**config.mk**
```make
export PLATFORM = sky130hd
export DESIGN_NAME = serdes_1to8_rx_align
export DESIGN_NICKNAME = d
export VERILOG_FILES = /design/src/rtl/serdes_pkg.sv /design/src/rtl/serdes_1to8_rx_align.sv
export SDC_FILE = /design/constraint.sdc
export NUM_CORES = 1
export LEC_CHECK = 0
export ABC_AREA = 1
export BUFFER_PORTS_ARGS = -buffer_cell sky130_fd_sc_hd__buf_4
export CORE_MARGIN = 1.5
export CORE_UTILIZATION = 40
export CTS_BUF_LIST = sky130_fd_sc_hd__clkbuf_4 sky130_fd_sc_hd__clkbuf_8
export DETAILED_ROUTE_END_ITERATION = 10
export PLACE_DENSITY_LB_ADDON = 0.1
export SKIP_CTS_REPAIR_TIMING = 1
export SKIP_LAST_GASP = 1
export SLEW_MARGIN = 5
export SYNTH_ARGS = -nofsm -noshare
export SYNTH_HDL_FRONTEND = slang
export SYNTH_SLANG_ARGS = --single-unit
```
**constraint.sdc**
```tcl
create_clock -name clk -period 1.37 [get_ports clk]
set_input_delay 0.0685 -clock clk [delete_from_list [all_inputs] [get_ports clk]]
set_output_delay 0.0685 -clock clk [all_outputs]
set_load 0.01 [all_outputs]
```
**src/rtl/serdes_pkg.sv**
```systemverilog
// Shared constants and types for the 8:1 serial link (TX pattern generators and RX aligner).
package serdes_pkg;

    localparam int unsigned SERDES_WORD_W = 8;
    localparam logic [SERDES_WORD_W-1:0] SERDES_TRAIN_WORD = 8'h5C;

    typedef enum logic [1:0] {
        SETTLE = 2'd0,
        CHECK  = 2'd1,
        SLIP   = 2'd2,
        LOCKED = 2'd3
    } rx_align_state_t;

endpackage

```
**src/rtl/serdes_1to8_rx_align.sv**
```systemverilog
// Receive word aligner: bitslips the 1:8 deserializer until the training word lands
// aligned, then flags lock and qualifies the registered data stream.
//
// state  | meaning
// SETTLE | waiting SETTLE_CYCLES for deserializer output to settle; data ignored
// CHECK  | counting consecutive training words; any other word triggers a slip
// SLIP   | one-cycle bitslip pulse, slip counter advances
// LOCKED | aligned; payload passed through with o_valid
module serdes_1to8_rx_align
    import serdes_pkg::*;
#(
    parameter logic [SERDES_WORD_W-1:0] TRAIN         = SERDES_TRAIN_WORD,
    parameter int unsigned              MATCH_COUNT   = 16,
    parameter int unsigned              SETTLE_CYCLES = 4
) (
    input  logic                     clk,
    input  logic                     reset_n,
    input  logic [SERDES_WORD_W-1:0] i_data,
    input  logic                     i_realign,
    output logic                     o_bitslip,
    output logic                     o_locked,
    output logic [SERDES_WORD_W-1:0] o_data,
    output logic                     o_valid,
    output logic [2:0]               o_slip_count,
    output logic                     o_fail
);

    localparam logic [7:0] SETTLE_LOAD = 8'(SETTLE_CYCLES);
    localparam logic [7:0] MATCH_LAST  = 8'(MATCH_COUNT - 1);

    rx_align_state_t           state_q, state_d;
    logic [7:0]                settle_cnt_q, settle_cnt_d;
    logic [7:0]                match_cnt_q, match_cnt_d;
    logic [2:0]                slip_cnt_q, slip_cnt_d;
    logic                      fail_q, fail_d;
    logic                      locked_q, valid_q;
    logic [SERDES_WORD_W-1:0]  data_q;

    always_comb begin
        state_d      = state_q;
        settle_cnt_d = settle_cnt_q;
        match_cnt_d  = match_cnt_q;
        slip_cnt_d   = slip_cnt_q;
        fail_d       = fail_q;
        case (state_q)
            SETTLE: begin
                if (settle_cnt_q <= 8'd1) begin
                    state_d     = CHECK;
                    match_cnt_d = '0;
                end else begin
                    settle_cnt_d = settle_cnt_q - 8'd1;
                end
            end
            CHECK: begin
                if (i_data == TRAIN) begin
                    match_cnt_d = match_cnt_q + 8'd1;
                    if (match_cnt_q == MATCH_LAST) begin
                        state_d = LOCKED;
                    end
                end else begin
                    match_cnt_d = '0;
                    state_d     = SLIP;
                end
            end
            SLIP: begin
                slip_cnt_d   = slip_cnt_q + 3'd1;
                // a full rotation without lock: the link is dead or miswired
                if (slip_cnt_q == 3'd7) begin
                    fail_d = 1'b1;
                end
                state_d      = SETTLE;
                settle_cnt_d = SETTLE_LOAD;
            end
            default: ;
        endcase
        // realign overrides everything, including a fail set from a coincident slip
        if (i_realign) begin
            state_d      = SETTLE;
            settle_cnt_d = SETTLE_LOAD;
            match_cnt_d  = '0;
            fail_d       = 1'b0;
        end
    end

    always_ff @(posedge clk or negedge reset_n) begin
        if (!reset_n) begin
            state_q      <= SETTLE;
            settle_cnt_q <= SETTLE_LOAD;
            match_cnt_q  <= '0;
            slip_cnt_q   <= '0;
            fail_q       <= 1'b0;
            locked_q     <= 1'b0;
            valid_q      <= 1'b0;
            data_q       <= '0;
        end else begin
            state_q      <= state_d;
            settle_cnt_q <= settle_cnt_d;
            match_cnt_q  <= match_cnt_d;
            slip_cnt_q   <= slip_cnt_d;
            fail_q       <= fail_d;
            locked_q     <= (state_q == LOCKED) && !i_realign;
            valid_q      <= (state_q == LOCKED) && !i_realign;
            data_q       <= i_data;
        end
    end

    assign o_bitslip    = (state_q == SLIP);
    assign o_locked     = locked_q;
    assign o_valid      = valid_q;
    assign o_data       = data_q;
    assign o_slip_count = slip_cnt_q;
    assign o_fail       = fail_q;

endmodule

```
==> impl_metrics.yaml, run 1 <==
sta:
  timing.final.ws_setup_ns: -0.0918
  fin_skew_ns: 0.00533
  max_slew.worst_pin.slew_ns: 0.406
  setup_viol: 12
  timing.fmax_mhz: 684
  fin_crit_ns: 1.46
  maxSlewViolCount: 0
  rsz0062_at_grt: "true"
  slew_headroom: 0.729
  fin_crit_sh: 1.07
  hold_viol: 0
worst_setup_path:
  ff2ff_path_depth: 12
  crit_end: "match_cnt_q[5]"
  reg2reg_slack_ns: -0.09
  r2r_end: "match_cnt_q[5]"
  path_class: "reg2reg"
  endpoint_kind: "flip-flop"
  cp.required_ns: 1.56
  arrival_ns: 1.65
  r2r_start: "settle_cnt_q[0]"
  path_max_fanout: 4
  start_kind: "flip-flop"
  crit_path_start: "settle_cnt_q[0]"
global_route:
  grt_max_degree: 32
  track_usage: 0.190
  grt_pass1_vias: 1490
  grt_pass1_wl_mm: 6.40
  antenna_found_initial: 0
  grt_overflow_total: 0
yosys:
  ys_top_cells_by_count: "nand2_1, inv_1, nor2_1"
  synth_nets: 248
  synth.area.top_cells: "dfrtp_1, nand2_1, inv_1, nor2_1, nand3_1"
  synthFlopType: "dfrtp_1"
  synthesis.area_um2: 1720
  ys_seq_area_frac: 0.453
  synth_top_area_frac: 0.437
  synthArstFlopShare: 1.00
  synth_most_common_cell: "nand2_1"
  ys_ff_latch: 31
  synth_cells: 232
  synth_edf_count: 0
  syn_avg_cell_area_um2: 7.40
  post-synth-top-area-cell: "dfrtp_1"
  synth_cell_types: 23
  ys_warn_count: 0
layout:
  finish.net_count: 304
  fillers: 377
  synthToLayoutAreaGrowth_pct: 37.2
  final_util: 0.580
  seq_area_um2: 778
  post_route_cells_drive_above_1_share: 0.298
  insertedDiodeCount: 0
  multiInputGateArea_um2: 870
die:
  ios: 26
  die_area_um2: 4690
  rows: 23
  start_util: 0.423
  core_region_area_um2: 4060
  dieHeight_um: 68.5
  die_w_um: 68.5
place:
  hpwl_mm: 2.80
  place_ws_ns: -0.0541
  gp_congestion: 0.914
  port_buffers: 25
detailed_routing:
  drtPass1Iterations: 4
  wire_per_inst_um: 12.2
  drc: 0
  routed_via_density: 4.75
  vias: 1610
  ant_nets: 0
  first_iter_violations: 51
  drt-total-wl_mm: 4.13
clocking:
  cts-buffers-inserted: 5
  root_buffer: "clkbuf_8"
  clock_latency_ns: 0.29
  cts.path.max_buffers: 2
  clock_sink_count: 31
  clk_pin_slew_ns: 0.07
  cts.htree.levels: 2
  cts_tree: "built"
power:
  peakVddDrop_v: 0.000713
  power_density_nw_per_um2: 1730
  p_leak_nw: 1.18
hold_path:
  hold_class: "in2reg"
  hold_path.startpoint: "i_realign"
status:
  status: "complete, but fails checks"
  violations: "setup timing"
flow_run:
  cap_violations: 0
where the power goes:
part           total, W  switching (W)  internal [W]
Clock          0.000815       0.000358      0.000457
Combinational   0.00196        0.00111      0.000854
Sequential      0.00129       0.000187       0.00110
sequential cells by signal, summed over array words and instances (netlist names):
register      count
o_fail            1
o_valid           1
state_q           2
o_slip_count      3
o_data            8
match_cnt_q       8
settle_cnt_q      8
how the worst min path moves through the flow:
stage                       to  cells past startpoint
2_1_floorplan   match_cnt_q[0]                      0
3_3_place_gp   o_slip_count[1]                      1
3_5_place_dp   o_slip_count[0]                      1
4_1_cts              o_data[6]                      1
5_1_grt                 o_fail                      2
6_report                o_fail                      2
final cells by class:
class                   count  area share
repair buffers             51       0.172
clock buffers               7      0.0409
inverters                  35      0.0574
multi-input cells         164       0.369
clock inverters             1     0.00319
flip-flops and latches     31       0.330
well taps                  50      0.0266
cells by family after synthesis:
kind of cell	after synthesis	synth area share
buffers and inverters	37	0.0831
flip-flops	31	0.453
AO/OA/AOI/OAI	11	0.0350
adder cells (fa/ha/maj)	5	0.0364
AND/OR/NAND/NOR	145	0.378
XOR/XNOR	3	0.0153
through the flow:
| step | std cells | hold WS, ns | TNS, ns | area, µm² | power [W] |
|---|---|---|---|---|---|
| 5_1_grt | 339 | 0.0124 | -2.14 | 2350 | 0.00440 |
| 3_5_place_dp | 319 | 0.0363 | -0.160 | 2070 | 0.00300 |
| 2_1_floorplan | 232 | -0.227 | 0 | 1730 | 0.00237 |
| 6_report | 339 | 0.0234 | -0.465 | 2350 | 0.00407 |
| 3_3_place_gp | 319 | 0.0278 | -0.0626 | 2070 | 0.00298 |
| 4_1_cts | 327 | -0.283 | -0.376 | 2180 | 0.00384 |
layer usage:
layer / global-route usage / part of all wire
met5: 0 / 0
met1: 0.229 / 0.45
met3: 0.0519 / 0.031
met4: 0.0950 / 0.017
met2: 0.313 / 0.50
placed cells by master, fill, tap and decap left out, drive strengths merged:
master,count
nor2,38
or2,1
clkbuf,7
a31oi,1
buf,42
a21oi,2
dfstp,1
dlygate4sd3,9
nor3,3
xnor2,2
clkinvlp,2
nand2,74
nand3,20
o21ai,8
inv,34
xor2,1
ha,5
dfrtp,30
nand4,9
worst max-delay path, cell delays in order (launching register included):
cell and delay [ns]:
dfrtp_1 0.42, inv_2 0.08, ha_4 0.17, buf_4 0.13, nor2_2 0.06, nor2_1 0.04
nand2_1 0.06, nand2_2 0.07, buf_4 0.15, nand3_2 0.05, nand2_1 0.05, nand2_1 0.05
inv_1 0.03
Power figures use the tool's default switching activity.
==> inputs of run 2 (changes only) <==
- CORE_MARGIN: 1.5 -> unset
- HOLD_SLACK_MARGIN: unset -> 0.15
- clock period: 1.37 -> 1.7 ns (I/O delays scaled with it)
==> run 2 against run 1 <==
The flow now finishes without violations. Worst setup slack better by 0.26 ns. Utilization down 3.3 points. First-iteration DRC count down 39%. Final area down 5.6%. Sequential share of layout area up 1.9 points. Non-clock buffer count down 12. Sequential power down 19%. Via count down 6.1%. Clock power up 8.1%. Routed wire length down 8.8%. Register-to-register slack better by 0.34 ns.
==> impl_metrics.yaml, run 2 (same netlist as run 1, synthesis figures left out) <==
sta:
  slew_headroom: 0.664
  max_slew.worst_pin.slew_ns: 0.502
  timing.fmax_mhz: 653
  maxSlewViolCount: 0
  setup_viol: 0
  hold_slack_ns: 0.270
  rsz0062_at_grt: "false"
  fin_skew_ns: 0.00379
  setup-tns-final_ns: 0
  fin_crit_sh: 0.900
  fin_crit_ns: 1.53
  hold_viol: 0
die:
  start_util: 0.423
  core_region_area_um2: 4060
  dieHeight_um: 67.5
  ios: 26
  rows: 23
  die_area_um2: 4560
  die_w_um: 67.5
layout:
  final_common_cell: "nand2_1"
  insertedDiodeCount: 0
  synthToLayoutAreaGrowth_pct: 29.4
  final_cell_mix: "nand2_1, inv_1, nor2_1"
  fin_area_um2: 2220
  post_route_cells_drive_above_1_share: 0.188
  finish.net_count: 292
worst_setup_path:
  ff2ff_path_depth: 11
  cp.required_ns: 1.87
  r2r_start: "settle_cnt_q[1]"
  path_max_fanout: 7
  r2r_end: "match_cnt_q[5]"
  crit_path_start: "i_data[1]"
  crit_end: "state_q[0]"
  start_kind: "input pin"
  path_class: "in2reg"
  reg2reg_slack_ns: 0.25
  arrival_ns: 1.71
  endpoint_kind: "flip-flop"
detailed_routing:
  vias: 1511
  first_iter_violations: 31
  wire_per_inst_um: 11.5
  drt-total-wl_mm: 3.77
  drtPass1Iterations: 5
  routed_via_density: 4.62
  ant_nets: 0
  drc: 0
global_route:
  grt_max_degree: 32
  antenna_found_initial: 0
  track_usage: 0.189
  grt_overflow_total: 0
  grt_pass1_vias: 1398
  grt_pass1_wl_mm: 6.23
clocking:
  clock_latency_ns: 0.29
  cts.path.max_buffers: 2
  clk_pin_slew_ns: 0.07
  clock_sink_count: 31
  root_buffer: "clkbuf_8"
  cts.htree.levels: 2
  cts-buffers-inserted: 5
  cts_tree: "built"
place:
  port_buffers: 25
  gp_congestion: 0.810
  placed_area_um2: 1990
  hpwl_mm: 2.67
power:
  peakVddDrop_v: 0.000707
  p_leak_nw: 1.14
  finalPower_w: 0.00312
  power_density_nw_per_um2: 1410
hold_path:
  hold_class: "in2async"
status:
  status: "finished clean"
flow_run:
  cap_violations: 0
==> run 2: cell count changes in the layout (fill, tap and decap cells not counted), sizes merged <==
| cell | before | now |
|---|---|---|
| dlygate4sd3 | 9 | 10 |
| inv | 34 | 35 |
| bufinv | 0 | 2 |
| clkbuf | 7 | 6 |
| clkinvlp | 2 | 0 |
| buf | 42 | 29 |
==> run 2: per-layer routing <==
layer,wire length (µm),vias up,global-route usage
li1,-,812,-
met1,1680,665,0.225
met2,1860,28,0.313
met3,150,6,0.0507
met4,72,0,0.0878
met5,0,-,0
==> run 2: worst min path at each step <==
stage | end | slack (ns) | cells past startpoint
3_5_place_dp | o_slip_count[0] | 0.05 | 1
6_report | o_slip_count[0] | 0.27 | 2
4_1_cts | o_slip_count[0] | -0.27 | 1
5_1_grt | o_slip_count[1] | 0.31 | 2
2_1_floorplan | match_cnt_q[0] | -0.21 | 0
3_3_place_gp | o_slip_count[0] | 0.05 | 1
==> run 2: stage by stage <==
| stage | cells | worst slack [ns] | utilization |
|---|---|---|---|
| after floorplan | 232 | 0.230 | - |
| after global placement | 309 | 0.274 | 0.489 |
| after detailed placement | 309 | 0.254 | 0.489 |
| after CTS | 317 | 0.227 | 0.523 |
| after global routing | 327 | 0.0418 | 0.548 |
| final | 327 | 0.169 | 0.548 |
==> run 2: final cells by class <==
type | count | area, µm²
flip-flops and latches | 31 | 777
clock inverters | 2 | 60.1
repair buffers | 39 | 318
fillers | 392 | 1840
clock buffers | 6 | 76.3
well taps | 50 | 62.6
inverters | 35 | 131
multi-input cells | 164 | 797
==> run 2: where the power goes <==
group	internal, W	switching, W
registers	0.000887	0.000151
clock network	0.000602	0.000280
logic	0.000464	0.000740
==> run 2: critical path: stages <==
cell and delay (ns):
dlygate4sd3_1 0.54, buf_4 0.14, nor2_1 0.10, nand2_1 0.06, nor2_1 0.41, nand3_1 0.19
nand3_1 0.12, nand2_1 0.06
==> inputs of run 3 (changes only) <==
- BUFFER_PORTS_ARGS: -buffer_cell sky130_fd_sc_hd__buf_4 -> unset
- DONT_BUFFER_PORTS: unset -> 1
- SLEW_MARGIN: 5 -> 20
==> run 3 against run 2 <==
Final area decreased by 10%. Register-to-register slack got worse by 0.04 ns. Non-clock buffer count decreased by 25. Critical path type is now reg2reg.
==> impl_metrics.yaml, run 3 (same netlist as run 1, synthesis figures left out) <==
clocking:
  clock_latency_ns: 0.28
  clk_pin_slew_ns: 0.07
  cts_tree: "built"
  cts.path.max_buffers: 2
  clock_sink_count: 31
  cts-buffers-inserted: 5
  cts.htree.levels: 2
  root_buffer: "clkbuf_8"
place:
  gp_congestion: 0.783
  place_ws_ns: 0.237
  hpwl_mm: 2.63
  placed_area_um2: 1790
  port_buffers: 0
sta:
  setup_viol: 0
  rsz0062_at_grt: "false"
  fin_crit_ns: 1.49
  maxSlewViolCount: 0
  hold_slack_ns: 0.170
  hold_viol: 0
  slew_headroom: 0.679
  timing.final.ws_setup_ns: 0.214
  fin_crit_sh: 0.874
  max_slew.worst_pin.slew_ns: 0.479
  fin_skew_ns: 0.00424
  setup-tns-final_ns: 0
  timing.fmax_mhz: 673
hold_path:
  min_to: "settle_cnt_q[6]"
  hold-path-cell-count: 5
  hold_class: "in2reg"
  hold_path.startpoint: "i_realign"
worst_setup_path:
  endpoint_kind: "flip-flop"
  cp_cell_sequence: "inv_1 -> ha_1 -> inv_1 -> nand2_1 -> nand2_1 -> nor2_4 -> nor2_1 -> nor2_1 -> nand2_1 -> nand2_1 -> inv_1"
  critPathTopFamily: "simple AND/OR/NAND/NOR gates"
  reg2reg_slack_ns: 0.21
  crit_slowest_cell: "dfrtp_1"
  r2r_end: "match_cnt_q[5]"
  arrival_ns: 1.66
  path_max_fanout: 4
  r2r_start: "settle_cnt_q[1]"
  slowest_delay_ns: 0.38
  path_common_cell: "nand2_1"
  ff2ff_path_depth: 11
  start_kind: "flip-flop"
  path_class: "reg2reg"
  path_buf_inv: 3
  cp.required_ns: 1.88
layout:
  final_cell_mix: "nand2_1, inv_1, nor2_1"
  finish.net_count: 267
  insertedDiodeCount: 0
  synthToLayoutAreaGrowth_pct: 16.5
  fillers: 402
  post_route_cells_drive_above_1_share: 0.107
  multiInputGateArea_um2: 797
  final_common_cell: "nand2_1"
  fin_area_um2: 2000
  seq_area_um2: 777
detailed_routing:
  routed_via_density: 4.75
  drt-total-wl_mm: 3.67
  route.met2.wl_mm: 1.83
  vias: 1436
  drc: 0
  first_iter_violations: 44
  wire_per_inst_um: 12.2
  wl_met3_um: 111
  wl_met1_mm: 1.67
  drtPass1Iterations: 4
  top_layer: "met4"
  ant_nets: 0
die:
  core_region_area_um2: 4060
  die_w_um: 67.5
  die_area_um2: 4560
  ios: 26
  dieHeight_um: 67.5
  rows: 23
  start_util: 0.423
global_route:
  grt_pass1_vias: 1381
  grt_max_degree: 32
  grt_overflow_total: 0
  antenna_found_initial: 0
  grt_pass1_wl_mm: 6.10
  track_usage: 0.186
power:
  power_density_nw_per_um2: 1360
  peakVddDrop_v: 0.000565
  p_leak_nw: 0.999
status:
  status: "finished clean"
flow_run:
  cap_violations: 0
## run 3: metal layers
| metal | GRT usage | vias to the layer above |
|---|---|---|
| met1 | 0.217 | 653 |
| li1 | - | 755 |
| met2 | 0.312 | 22 |
| met3 | 0.0574 | 6 |
| met4 | 0.0771 | 0 |
| met5 | 0 | - |
## run 3: layout make-up
type                    count  area share
repair buffers             14      0.0713
clock buffers               6      0.0382
well taps                  50      0.0313
multi-input cells         164       0.399
flip-flops and latches     31       0.389
inverters                  35      0.0657
clock inverters             2     0.00626
## run 3: worst max-delay path by stage
stage,startpoint,to,depth (start not counted)
after global routing,settle_cnt_q[1],match_cnt_q[5],11
after global placement,settle_cnt_q[1],match_cnt_q[5],11
after floorplan,settle_cnt_q[0],match_cnt_q[5],11
after detailed placement,settle_cnt_q[1],match_cnt_q[5],11
final,settle_cnt_q[1],match_cnt_q[5],11
after CTS,settle_cnt_q[1],match_cnt_q[5],11
## run 3: stage by stage
stage          std cells  power (W)  utilization
6_report             302    0.00272        0.493
5_1_grt              302    0.00296        0.493
4_1_cts              291    0.00272        0.463
3_5_place_dp         283    0.00212        0.441
3_3_place_gp         283    0.00212        0.441
2_1_floorplan        232    0.00188            -
## run 3: where the power goes
part | switching [W] | internal (W)
registers | 0.000179 | 0.000887
clock network | 0.000275 | 0.000301
logic | 0.000694 | 0.000380
## run 3: tightest hold or removal path: stages
cell,delay [ns]
inv_1,0.03
nand2_2,0.12
nor2_4,0.07
nand2_1,0.06
nand2_1,0.05
